**src/rtl/lif_pkg.sv**
```systemverilog
`default_nettype none
// ---------------------------------------------------------------------------
// lif_pkg : FSM state encoding and default neuron constants for lif_scheduler
// Revision 1.0
// ---------------------------------------------------------------------------
package lif_pkg;

  typedef enum logic [2:0] {
    IDLE = 3'd0,
    RD   = 3'd1,
    INT  = 3'd2,
    CHK  = 3'd3,
    WB   = 3'd4
  } state_t;

  localparam int LIF_WIDTH  = 8;
  localparam int LIF_THRESH = 20;
  localparam int LIF_ADD    = 8;
  localparam int LIF_LEAK   = 1;
  localparam int LIF_VRESET = 0;
  localparam int LIF_REFRAC = 3;

endpackage
`default_nettype wire

```
**src/rtl/lif_update.sv**
```systemverilog
`default_nettype none
// ---------------------------------------------------------------------------
// lif_update : shared add/leak datapath with saturation and threshold compare
// Revision 1.0
// ---------------------------------------------------------------------------
module lif_update
  import lif_pkg::*;
#(
  parameter int               WIDTH  = LIF_WIDTH,
  parameter logic [WIDTH-1:0] ADD    = WIDTH'(LIF_ADD),
  parameter logic [WIDTH-1:0] LEAK   = WIDTH'(LIF_LEAK),
  parameter logic [WIDTH-1:0] THRESH = WIDTH'(LIF_THRESH)
) (
  input  logic [WIDTH-1:0] acc,
  input  logic             hit,
  output logic [WIDTH-1:0] integ,
  output logic             over
);

  logic [WIDTH:0] sum;

  assign sum = {1'b0, acc} + {1'b0, ADD};

  // An event visit adds (clamped at all-ones); a quiet visit leaks (clamped at zero).
  always_comb begin
    integ = '0;
    if (hit) begin
      integ = sum[WIDTH] ? '1 : sum[WIDTH-1:0];
    end else if (acc >= LEAK) begin
      integ = acc - LEAK;
    end
  end

  assign over = (acc >= THRESH);

endmodule
`default_nettype wire

```
**src/rtl/lif_scheduler.sv**
```systemverilog
`default_nettype none
// ---------------------------------------------------------------------------
// lif_scheduler : time-multiplexed leaky integrate-and-fire neuron channels
// Optional refractory counters: define LIF_REFRACTORY_EN.   Revision 1.0
// ---------------------------------------------------------------------------
module lif_scheduler
  import lif_pkg::*;
#(
  parameter int               N_CH   = 4,
  parameter int               WIDTH  = LIF_WIDTH,
  parameter logic [WIDTH-1:0] THRESH = WIDTH'(LIF_THRESH),
  parameter logic [WIDTH-1:0] ADD    = WIDTH'(LIF_ADD),
  parameter logic [WIDTH-1:0] LEAK   = WIDTH'(LIF_LEAK),
  parameter logic [WIDTH-1:0] VRESET = WIDTH'(LIF_VRESET),
  parameter int               REFRAC = LIF_REFRAC,
  localparam int              CW     = (N_CH > 1) ? $clog2(N_CH) : 1
) (
  input  logic            clk,
  input  logic            rst,
  input  logic            run,
  input  logic [N_CH-1:0] spike_in,
  output logic [N_CH-1:0] spike_out,
  output logic            busy,
  output logic [CW-1:0]   cur_ch
);

  state_t           state;
  logic [WIDTH-1:0] pot [N_CH];
  logic [N_CH-1:0]  pending;
  logic [WIDTH-1:0] acc;
  logic [WIDTH-1:0] integ;
  logic             over;
  logic             in_refr;
  logic             hold;

  lif_update #(
    .WIDTH (WIDTH),
    .ADD   (ADD),
    .LEAK  (LEAK),
    .THRESH(THRESH)
  ) u_update (
    .acc  (acc),
    .hit  (pending[cur_ch]),
    .integ(integ),
    .over (over)
  );

`ifdef LIF_REFRACTORY_EN
  localparam int RW = (REFRAC > 0) ? $clog2(REFRAC + 1) : 1;

  logic [RW-1:0] refr_cnt [N_CH];

  assign in_refr = (refr_cnt[cur_ch] != '0);

  always_ff @(posedge clk or posedge rst) begin
    if (rst) begin
      for (int i = 0; i < N_CH; i++) refr_cnt[i] <= '0;
    end else if (state == INT && in_refr) begin
      refr_cnt[cur_ch] <= refr_cnt[cur_ch] - 1'b1;
    end else if (state == CHK && over && !hold) begin
      refr_cnt[cur_ch] <= RW'(REFRAC);
    end
  end
`else
  assign in_refr = 1'b0;
`endif

  always_ff @(posedge clk or posedge rst) begin
    if (rst) begin
      state     <= IDLE;
      cur_ch    <= '0;
      acc       <= '0;
      hold      <= 1'b0;
      busy      <= 1'b0;
      spike_out <= '0;
      pending   <= '0;
      for (int i = 0; i < N_CH; i++) pot[i] <= VRESET;
    end else begin
      pending   <= pending | spike_in;
      spike_out <= '0;
      case (state)
        IDLE: begin
          if (run) begin
            state <= RD;
            busy  <= 1'b1;
          end
        end
        RD: begin
          acc   <= pot[cur_ch];
          state <= INT;
        end
        INT: begin
          // A fresh event arriving on the consuming cycle must not be lost.
          pending[cur_ch] <= spike_in[cur_ch];
          hold            <= in_refr;
          if (!in_refr) acc <= integ;
          state <= CHK;
        end
        CHK: begin
          // spike_out is the registered fire flag, visible during WB.
          if (over && !hold) begin
            acc               <= VRESET;
            spike_out[cur_ch] <= 1'b1;
          end
          state <= WB;
        end
        WB: begin
          pot[cur_ch] <= acc;
          cur_ch      <= (cur_ch == CW'(N_CH - 1)) ? '0 : cur_ch + 1'b1;
          if (run) begin
            state <= RD;
          end else begin
            state <= IDLE;
            busy  <= 1'b0;
          end
        end
        default: begin
          state <= IDLE;
          busy  <= 1'b0;
        end
      endcase
    end
  end

endmodule
`default_nettype wire

```
**config.mk**
```make
export PLATFORM = sky130hd
export DESIGN_NAME = lif_scheduler
export DESIGN_NICKNAME = d
export VERILOG_FILES = /design/src/rtl/lif_pkg.sv /design/src/rtl/lif_update.sv /design/src/rtl/lif_scheduler.sv
export SDC_FILE = /design/constraint.sdc
export NUM_CORES = 1
export LEC_CHECK = 0
export BUFFER_PORTS_ARGS = -buffer_cell sky130_fd_sc_hd__buf_2
export CAP_MARGIN = 5
export CORE_MARGIN = 3
export CORE_UTILIZATION = 50
export DETAILED_ROUTE_END_ITERATION = 10
export GPL_TIMING_DRIVEN = 0
export PLACE_DENSITY = 0.7
export SETUP_SLACK_MARGIN = 0.1
export SLEW_MARGIN = 10
export SYNTH_ARGS = -nofsm -noshare
export SYNTH_HDL_FRONTEND = slang
export SYNTH_HIERARCHICAL = 1
export SYNTH_SLANG_ARGS = --single-unit
```
**constraint.sdc**
```tcl
create_clock -name clk -period 4.65 [get_ports clk]
set_clock_uncertainty 0.1 [all_clocks]
set_input_delay 0.93 -clock clk [delete_from_list [all_inputs] [get_ports clk]]
set_output_delay 0.93 -clock clk [all_outputs]
set_load 0.02 [all_outputs]
```
* Word level (Yosys, flattened, before mapping) *
Index checks and enable logic that the tools add are counted.

cells by class
  add/subtract/negate cells = 3
  $lt $le $gt $ge = 6
  reductions and logical operators = 7
  eq/ne operators = 8
  multiplexer cells = 28
  bitwise operators = 3

operator list
  kind                                                                                 count
  8-bit 2-to-1 mux                                                                     7
  32-bit bitwise mux                                                                   1
  8-bit case mux with 3 select lines                                                   1
  8-bit binary-select mux with 2-bit select                                            1
  8-bit demux with 2-bit select                                                        1
  3-bit case mux with 5 select lines                                                   1
  4-bit 2-to-1 mux                                                                     3
  8-bit by 4-bit adder with 9-bit output, second input constant                        1
  8-bit by 1-bit greater-or-equal comparator with 1-bit output, second input constant  1
  8-bit by 5-bit greater-or-equal comparator with 1-bit output, second input constant  1
  8-bit by 1-bit subtractor with 8-bit output, second input constant                   1
  3-bit by 2-bit equality test with 1-bit output, second input constant                2
  1-bit 2-to-1 mux                                                                     6
  2-bit inequality test, second input constant                                         3
  1-bit binary-select mux with 2-bit select                                            2
  4-bit bitwise mux                                                                    1
  4-bit bitwise OR                                                                     1
  3-bit by 1-bit equality test with 1-bit output, second input constant                1
  3-bit equality test, second input constant                                           1
  3-bit greater-or-equal comparator, second input constant                             1
  3-bit zero test                                                                      1
  2-bit by 3-bit < comparator with 1-bit output, second input constant                 1
  3-bit by 1-bit < comparator with 1-bit output, second input constant                 1
  3-bit 2-to-1 mux                                                                     1
  other kinds (13)                                                                     14

storage, ports and cells
  output and inout bits = 7
  logic and storage cells = 65
  input port bits = 7
  register bits = 54

* Depth between registers and ports, before layout *
Gate-level depths: netlist of the first run.

  depth after elaboration = 6
  gate-level depth with buffers = 8
  mapped depth without buffers = 8

* Hierarchy *
Netlist of the first run, hierarchy kept.

modules (own cells, without submodules)
  module         area an instance (um^2)  cells an instance  sequential area each (um^2)  instances
  lif_scheduler  2548.7                   197                1351.3                       1
  lif_update     372.9                    56                 0.0                          1

* Worst setup path before layout of the first run *
Ideal clock, no wire load.

  path kind = register to register
  start point = reg cur_ch[0]
  end point = reg acc[7]
  arrival = 2336 ps
  required time = 4468 ps
  path buffers = 1
  setup time = 82 ps
  clock period less this slack = 2518 ps
  setup slack = 2132 ps
  stages on the path, launching flop included = 9
  cells stage by stage = dfrtp_1 > buf_2 > mux4_2 > inv_1 > nand3_1 > or2_2 > a222oi_1 > a32oi_1 > a31oi_1

between the ends
  elaborated cells on any way between the ends = 8
  those cells by class = mux: 7; bitwise: 1

RTL lines
  item                                       line                  source
  start: declaration                         lif_scheduler.sv:24   output logic [CW-1:0] cur_ch
  start signal: assignment                   lif_scheduler.sv:109  cur_ch <= (cur_ch == CW'(N_CH - 1)) ? '0 : cur_ch + 1'b1;
  1-bit binary-select mux with 2-bit select  lif_scheduler.sv:43   .hit (pending[cur_ch]),
  1-bit 2-to-1 mux (not written as such)     lif_scheduler.sv:43
  8-bit 2-to-1 mux                           lif_update.sv:27      if (hit) begin
  net integ[7]                               lif_scheduler.sv:31   logic [WIDTH-1:0] integ;
  8-bit case mux with 3 select lines         lif_scheduler.sv:81   case (state)
  end signal: assignment                     lif_scheduler.sv:89   acc <= pot[cur_ch];
  end signal: assignment                     lif_scheduler.sv:96   if (!in_refr) acc <= integ;
  end: declaration                           lif_scheduler.sv:30   logic [WIDTH-1:0] acc;

The timed path passes the listed nets, and every way through them passes these cells. The select of a mux whose other input is x is not followed.
A chain may end at the register's enable or synchronous reset.

* Worst setup path in the final report of the first run *
Ends and elaborated chain as after synthesis.

==> results of run 1 <==
==> per-stage QoR <==
stage	hold WS [ps]	cells	util [%]	worst slack (ps)
2_1_floorplan	374.9	253	-	2132
3_3_place_gp	383.5	338	55.20	1643
3_5_place_dp	390.4	339	55.69	1901
4_1_cts	412.2	347	57.33	1867
5_1_grt	421.0	347	57.33	1677
6_report	409.5	347	57.33	1871
==> kinds of logic after synthesis <==
| logic type | count (synthesis) | synth area share, % |
|---|---|---|
| xor+xnor | 1 | 0.2998 |
| buf+inv | 26 | 4.839 |
| simple gates | 53 | 11.09 |
| mux | 52 | 20.34 |
| flops | 54 | 46.25 |
| fa+ha+maj | 10 | 4.197 |
| compound gates | 57 | 12.98 |
==> worst min-delay path by stage <==
stage | slack, ps | from | to
final | 410 | pot[21] | pot[21]
after detailed placement | 390 | pot[0] | pot[0]
after global placement | 380 | pot[7] | pot[7]
after global routing | 420 | pot[24] | pot[24]
after CTS | 410 | pot[0] | pot[0]
after floorplan | 370 | pot[0] | pot[0]
==> routing by layer <==
metal	vias up	track usage, %	wire (µm)
met5	-	0	0
met4	0	4.983	60
met3	6	3.471	248
met2	42	29.01	2658
met1	976	27.66	2804
li1	976	-	-
==> sequential cells by signal, summed over array words and instances, names as in the netlist <==
| signal | count |
|---|---|
| state | 3 |
| cur_ch | 2 |
| acc | 8 |
| busy | 1 |
| pending | 4 |
| pot | 32 |
| spike_out | 4 |
==> layout make-up <==
type,count,area (µm²)
clock buffer,7,86.33
sequential,54,1351
clock inverter,1,5.005
inverter,11,41.29
multi-input combinational,173,1429
fill,465,2379
buffer,15,100.1
tap,72,90.09
timing repair buffer,14,92.59
==> where the power goes <==
group	total [µW]	internal [µW]	switching (µW)
logic	1010	489	517
registers	860	667	192
clock network	270	121	149
==> worst max-delay path, cell delays in order (launching register included) <==
cell      delay, ps
dfrtp_1         450
buf_2           310
mux4_2          610
inv_1           160
nand3_1         130
or2_2           310
a222oi_1        300
a32oi_1         120
a31oi_1         200
==> cells in the final DEF (no fill, tap or decap), drive strengths merged, types with 4 or more instances in the layout <==
master,instances
a211oi,4
a21oi,10
a31oi,12
a32oi,8
and2,9
buf,28
clkbuf,8
dfrtp,54
ha,9
inv,10
mux2,49
nand2,8
nand3,10
nor2,7
o21ai,12
==> results.md, run 1 <==
- Outcome: finished clean
- Hold Crit Class: reg2reg
- WS Path Type: reg2reg
- # hold bufs at CTS: 0
- Startpoint types: register
- Sink Count: between 50 and 60
- Async SR Flop Fraction: 100.0%
- Post-Syn Nets: 269
- Crit path DAT: between 2000 and 3000 ps
- Ratio of cells with drive above 1 in the final layout: 34.55%
- Min Tclk post-route: 2779 ps
- Worst VDD drop: slightly below 0.4 mV
- Post-CTS Setup Inserts: 0
- Crit end category: register
- Final WL: 5771 µm
- Total CTS buffers: 5
- Register bit total from synthesis: 54
- Final GP Congestion: slightly above 0.8
- Slew HR: between 50% and 60%
- Post-synth top area cell: dfrtp_1
- Top_reg_cell synth: dfrtp_1
- DP Area: 3104 µm²
- Synth-to-Final Area Change: 9.379%
- Initial antenna violation count: 0
- Die ar.: 6796 µm²
- Synthesis Warnings: 6
- Ports: 14
- Largest net degree at the start of global routing: 34
- Antenna-violating nets left: 0
- Total power draw: 2136 µW
- R2R Path Start: cur_ch[0]
- Via-to-Cell Ratio: slightly below 6
- Sequential share of the synthesized area: 46.25%
- Worst reg2reg path depth: 8
- # rows: 27
- Total Nets Final: 290
- Vias in the first global route: 1,944
- Count of pins over their slew limit: 0
- Worst setup path startpoint: cur_ch[0]
- Synth top cells by count: 54 x dfrtp_1, 49 x mux2_2, 12 x a31oi_1, 12 x o21ai_0
- Worst hold path depth: 1
- DR pass1 iterations: 4
- Die Ht: 82.44 µm
- Lkg Pwr: 0.001429 µW
- Total gr overflow: 0
- Max-cap violations: 0
- Area contributors post-synth: dfrtp_1 46%, mux2_2 19%, ha_1 3.9%
- Final instance area: 3196 µm²
- Mapped Cells: ~250
- N_diodes: 0
- DRC: 0
- Die boundary width: 82.44 µm
- Most frequent cell after synthesis: dfrtp_1
- End point of the critical path: acc[7]
- Mean Syn Cell Area: approximately 12 µm²
- Worst reg-to-reg setup slack: ~1900 ps
- Pwr per Cell Area: 668.4 nW/µm²
- IO buf count: 13
- WL per Instance: about 17 µm
- Clock Latency Late Sink: around 300 ps
- CTS clk-pin slew, worst paths: roughly 90 ps
- Clock Root Buffer: clkbuf_8
- Final setup vio count: 0
- Core box area: 5574 µm²
- RSZ-0062 raised after global routing: false
- Hold Vio Cnt, Final: 0
- Maximum clock frequency: around 360 MHz
- Post-synth top area share: 46.25%
- CTS tree: done
- GRT Util Overall: 18.96%
- Post-Route Setup TNS: 0 ps
- H-tree levels: 2
- Count of different cell masters after synthesis: 46
- EDFF count, synth: 0
- Worst R2R End: acc[7]
- Via Count: 2,000
- Iteration-0 DRC Markers: 266
- Post-DP HPWL: 4069 µm
- Mapped Area: between 2000 and 3000 µm²
- Crit path required time: 4780 ps
- Fin crit share: 59.75%
- Starting density of the core: between 50 and 60%
- First-pass GRT wire length: 9853 µm
- Post-cts gate resize count: 0
- CTS Buffer Depth: 2
- Worst Tran Pin Value: approximately 710 ps
- Crit path max fanout: 10
Note: power is estimated with default switching activity, not from simulation.
==> run 2: changes to the inputs <==
Settings changed: PLACE_DENSITY 0.7 to 0.73.
Clock period 4.65 ns to 2.3 ns, I/O delays scaled along.
==> run 2 against run 1 <==
Critical path type unchanged. Flip-flop and latch count did not move. Total power grew 130%. Non-clock buffer count rose by 18. Clock power up 140%. Via count increased by 8.2%. Global-route usage increased by 1.9 points. Sequential power up 100%. The flow now finishes with violations (negative setup slack). Clock-buffer cell count down 2. First-iteration DRC count decreased by 21%. Setup slack worse by 1900 ps. Combinational power increased by 150%. Fmax up 18%.
==> results.md, run 2 (same netlist as run 1, synthesis figures left out) <==
- Count of pins over their slew limit: 0 (unchanged)
- DP Area: 3115 µm² (+0.36%)
- WS Path Type: reg2reg
- Crit path max fanout: 6 (-4)
- H-tree levels: 2 (unchanged)
- Final setup vio count: 2 (+2)
- Ratio of cells with drive above 1 in the final layout: 46.42% (+12 points)
- CTS Buffer Depth: 2 (unchanged)
- Crit path required time: 2430 ps (-2350 ps)
- Via Count: 2,163 (+8.2%)
- Crit path DAT: 2480 ps (-420 ps)
- Met2 Usage GRT: 34.13% (+5.1 points)
- Most flops, register: pot
- N_diodes: 0 (unchanged)
- Hold Vio Cnt, Final: 0 (unchanged)
- Maximum clock frequency: 426.1 MHz (+18%)
- Commonest non-fill, non-tap cells in the layout: 49 x mux2_2, 48 x dfrtp_1, 27 x buf_4
- Core box area: 5574 µm² (unchanged)
- Clock Latency Late Sink: 310 ps (about the same)
- RSZ-0062 raised after global routing: true
- Fin crit share: 102.0% (+42 points)
- CP max stage delay: 550 ps (-60 ps)
- Met3 Use GR: 3.905% (+0.43 points)
- Total Nets Final: 308 (+6.2%)
- Worst VDD drop: 0.5325 mV (+36%)
- WL per Instance: 17.92 µm (+7.7%)
- Outcome: complete, but fails checks
- Pwr per Cell Area: 1415 nW/µm² (+110%)
- Clock Root Buffer: clkbuf_8
- Largest registers: pot: 32 flops, acc: 8 flops
- Worst Tran Pin Value: 582.8 ps (-127.3 ps)
- Most common cell after layout, fill and taps aside: mux2_2
- DR pass1 iterations: 4 (unchanged)
- CP max stage cell: mux4_2
- Failing checks: negative setup slack
- Fin util: 62.07% (+4.7 points)
- Ports: 14 (unchanged)
- Final GP Congestion: 0.8534 (+4.7%)
- Via-to-Cell Ratio: 5.926 (+2.8%)
- Max-cap violations: 0 (unchanged)
- IO buf count: 13 (unchanged)
- Slew HR: 60.98% (+8.4 points)
- Vias in the first global route: 2,152 (+11%)
- Die Ht: 82.44 µm (unchanged)
- Crit end category: register
- Most Crowded Layer GR: met2
- Post-Place Setup Slack: -153.5 ps (-2054 ps)
- Sink Count: 54 (unchanged)
- DRC: 0 (unchanged)
- Die ar.: 6796 µm² (unchanged)
- Lkg Pwr: 0.001545 µW (+8.1%)
- Final instance area: 3460 µm² (+8.3%)
- Initial antenna violation count: 0 (unchanged)
- CTS clk-pin slew, worst paths: 100 ps (about the same)
- # hold bufs at CTS: 0 (unchanged)
- CTS tree: done
- CP Cell Sequence: buf_8, mux4_2, buf_4, buf_8, buf_4, o32ai_1, a21o_1, a32oi_2, a31oi_1
- Post-Route Setup TNS: -47.96 ps (-47.96 ps)
- GRT Util Overall: 20.84% (+1.9 points)
- Min Tclk post-route: 2347 ps (-431.8 ps)
- Total gr overflow: 0 (unchanged)
- Met1 Use GR: 28.17% (+0.51 points)
- Iteration-0 DRC Markers: 211 (-21%)
- Synth-to-Final Area Change: 18.42%
- Starting density of the core: 52.41% (unchanged)
- First-pass GRT wire length: 10,820 µm (+9.8%)
- # rows: 27 (unchanged)
- Hold Crit Class: in2async
- Total power draw: 4896 µW (+130%)
- Total CTS buffers: 5 (unchanged)
- Largest net degree at the start of global routing: 29 (-15%)
- Antenna-violating nets left: 0 (unchanged)
- Post-DP HPWL: 4252 µm (+4.5%)
- Startpoint types: register
- Max reg flops: 32 (unchanged)
- Final WL: 6539 µm (+13%)
- Die boundary width: 82.44 µm (unchanged)
- Setup WS post-layout: -46.78 ps (-1918 ps)
## run 2: changes by cell type in the layout (fill, tap and decap cells not counted), sizes merged
cell and change:
bufinv +1, clkinv -1, buf +19, clkbuf -3, clkinvlp +1, inv +1
## run 2: per-layer routing
metal / vias up / wire length [µm]
met1: 1087 / 2931
met2: 49 / 3260
met4: 0 / 72
met3: 10 / 275
li1: 1017 / -
met5: - / 0
## run 2: repair_timing
item / 4_1_cts / 5_1_grt
gates cloned: 0 / 0
gates resized for setup: 14 / 14
setup buffers: 14 / 4
endpoints found under the hold margin: 0 / 0
pin swaps: 9 / 11
setup endpoints to repair: 17 / 24
## run 2: final cells by class
cell class / count / area (µm²)
multi-input combinational: 173 / 1509
tap: 72 / 90.09
timing repair buffer: 32 / 220.2
fill: 441 / 2115
sequential: 54 / 1359
buffer: 15 / 123.9
clock inverter: 3 / 43.79
clock buffer: 5 / 68.82
inverter: 11 / 45.04
## run 2: path summary, 6_finish.rpt
check / from / endpoint / slack (ps) / depth (start not counted)
worst min-delay path: rst / spike_out[0] / 100 / 2
worst min register to register: pot[19] / pot[19] / 410 / 1
min in group clk: spike_in[1] / pending[1] / 340 / 3
worst max-delay path: cur_ch[0] / acc[3] / -50 / 9
max in group asynchronous: rst / acc[0] / 1430 / 3
worst max register to register: cur_ch[0] / acc[3] / -50 / 9
## run 2: where the power goes
| part | internal (µW) | switching, µW | total, µW |
|---|---|---|---|
| Combinational | 1240 | 1270 | 2510 |
| Clock | 327 | 319 | 645 |
| Sequential | 1360 | 382 | 1740 |
| Total | 2920 | 1970 | 4900 |
## run 2: per-stage QoR
stage / cells / hold WS (ps)
6_report: 365 / 99.09
4_1_cts: 361 / 122.3
3_3_place_gp: 338 / 382.7
3_5_place_dp: 339 / 391.7
2_1_floorplan: 253 / 374.9
5_1_grt: 365 / 155.2
## run 2: critical path: cells and delay by family, from the launching register on
kind	cells	cell delay, ps
compound gates	4	690
mux	1	550
buf+inv	4	530
flops	1	400
==> run 3: changes to the inputs <==
Settings changed: CORE_MARGIN 3 to 4, PLACE_DENSITY 0.73 to 0.7.
Clock period 2.3 ns to 2.4 ns, I/O delays scaled along.
==> run 3 against run 2 <==
The flow now finishes without violations. Via count shrank 4.4%. Die area grew 4.9%. Clock power shrank 17%. Fmax grew 2.3%. Hold slack lost 18 ps. Final cell count shrank 1.4%. Register-to-register slack gained 150 ps. First-iteration DRC count grew 10%. Global-route usage shrank 2.4 points. Sequential power shrank 6%. Core utilization shrank 1.2 points.
==> results.md, run 3 (same netlist as run 1, synthesis figures left out) <==
- Outcome: finished clean
- Crit path DAT: 2390 ps (-90 ps)
- Clock Latency Late Sink: 310 ps (about the same)
- Final WL: 6057 µm (-7.4%)
- Total CTS buffers: 5 (unchanged)
- Die boundary width: 84.44 µm (+2.4%)
- Startpoint types: register
- Worst Tran Pin Value: 534.1 ps (-48.74 ps)
- First-pass GRT wire length: 10,560 µm (-2.4%)
- FILL cells: 448 (+1.6%)
- Vias in the first global route: 2,070 (-3.8%)
- Most common cell after layout, fill and taps aside: dfrtp_1
- Pwr per Cell Area: 1307 nW/µm² (-7.7%)
- # rows: 27 (unchanged)
- Reg area: 1356 µm² (-0.18%)
- CTS Buffer Depth: 2 (unchanged)
- Total Nets Final: 303 (-1.6%)
- Largest net degree at the start of global routing: 34 (+17%)
- DR pass1 iterations: 4 (unchanged)
- Die ar.: 7130 µm² (+4.9%)
- Crit end category: register
- Post-Place Setup Slack: -144.6 ps (+8.947 ps)
- N_diodes: 0 (unchanged)
- Ports: 14 (unchanged)
- Final setup vio count: 0 (-2)
- CTS clk-pin slew, worst paths: 100 ps (about the same)
- Sink Count: 54 (unchanged)
- Synth-to-Final Area Change: 16.06%
- Lkg Pwr: 0.001501 µW (-2.8%)
- Largest registers: pot: 32 flops, acc: 8 flops
- Total gr overflow: 0 (unchanged)
- Max-cap violations: 0 (unchanged)
- Setup WS post-layout: 105.6 ps (+152.3 ps)
- Crit path required time: 2500 ps (+70 ps)
- Core box area: 5574 µm² (unchanged)
- Final GP Congestion: 0.8612 (+0.91%)
- Post-DP HPWL: 4135 µm (-2.8%)
- Max reg flops: 32 (unchanged)
- # hold bufs at CTS: 0 (unchanged)
- Clock Root Buffer: clkbuf_8
- Via Count: 2,068 (-4.4%)
- H-tree levels: 2 (unchanged)
- WS Path Type: reg2reg
- GRT Util Overall: 18.44% (-2.4 points)
- Hold Vio Cnt, Final: 0 (unchanged)
- Fin util: 60.83% (-1.2 points)
- Area of the multi-input gates: 1505 µm² (-0.25%)
- Antenna-violating nets left: 0 (unchanged)
- Hold Crit Class: in2async
- R2R Path Start: acc[1]
- WL per Instance: 16.83 µm (-6.1%)
- Via-to-Cell Ratio: 5.744 (-3.1%)
- Count of pins over their slew limit: 0 (unchanged)
- Min Tclk post-route: 2294 ps (-52.34 ps)
- Crit path max fanout: 3 (-3)
- Slew HR: 64.24% (+3.3 points)
- IO buf count: 13 (unchanged)
- Total power draw: 4431 µW (-9.5%)
- Maximum clock frequency: 435.8 MHz (+2.3%)
- Commonest non-fill, non-tap cells in the layout: 50 x dfrtp_1, 49 x mux2_2, 22 x buf_4
- Worst VDD drop: 0.6459 mV (+21%)
- Fin crit share: 95.60% (-6.4 points)
- Initial antenna violation count: 0 (unchanged)
- Iteration-0 DRC Markers: 232 (+10%)
- Starting density of the core: 52.41% (unchanged)
- Die Ht: 84.44 µm (+2.4%)
- CTS tree: done
- RSZ-0062 raised after global routing: true
- Most flops, register: pot
- Worst setup path startpoint: acc[1]
- Ratio of cells with drive above 1 in the final layout: 44.10% (-2.3 points)
- DRC: 0 (unchanged)
run 3: routing by layer:
metal / routed length (µm) / track usage, % / up-vias
met4: 80 / 5.180 / 0
met1: 2953 / 27.64 / 1012
met2: 2769 / 26.97 / 50
met3: 254 / 4.024 / 6
met5: 0 / 0 / -
li1: - / - / 1000
run 3: final timing paths:
check,endpoint,slack (ps),cells past startpoint
worst max-delay path,acc[3],110,9
worst min-delay path,state[1],80,2
worst max register to register,acc[3],110,9
worst min register to register,pot[0],410,1
max in group asynchronous,acc[0],1560,3
min in group clk,state[0],350,3
run 3: timing repair:
action                     in CTS  in global routing
setup endpoints to repair       8                  8
resized for setup               5                 23
setup buffers                   7                  6
pin swaps                       3                 20
gates cloned                    0                  0
run 3: worst max-delay path, stage by stage, from the launching register on:
cell,delay [ps]
dfrtp_2,430
inv_2,90
ha_4,140
or4b_4,490
nor4_4,250
buf_4,170
o41ai_1,60
a21o_1,170
a32oi_2,180
a31oi_1,100
run 3: power breakdown:
part	total [µW]	switching, µW	internal [µW]
clock	535	303	233
combinational	2260	1150	1110
sequential	1640	336	1300
total	4430	1790	2640
run 3: stage by stage:
stage	setup TNS, ps	cells	instance area [µm²]	hold WS (ps)
detailed placement	-541.0	339	3104	391.7
floorplan	0	253	2929	374.9
global route	-11.57	360	3391	112.1
CTS	0	354	3262	102.4
global placement	-7861	338	3084	383.8
finish	0	360	3391	81.08
run 3: area by class of cell:
cell class / instances / share of cell area, %
repair buffers: 27 / 5.498
well taps: 72 / 2.657
plain buffers: 15 / 3.432
clock inverters: 2 / 0.3690
multi-input cells: 173 / 44.39
clock buffers: 6 / 2.435
inverters: 11 / 1.218
flip-flops and latches: 54 / 40.00
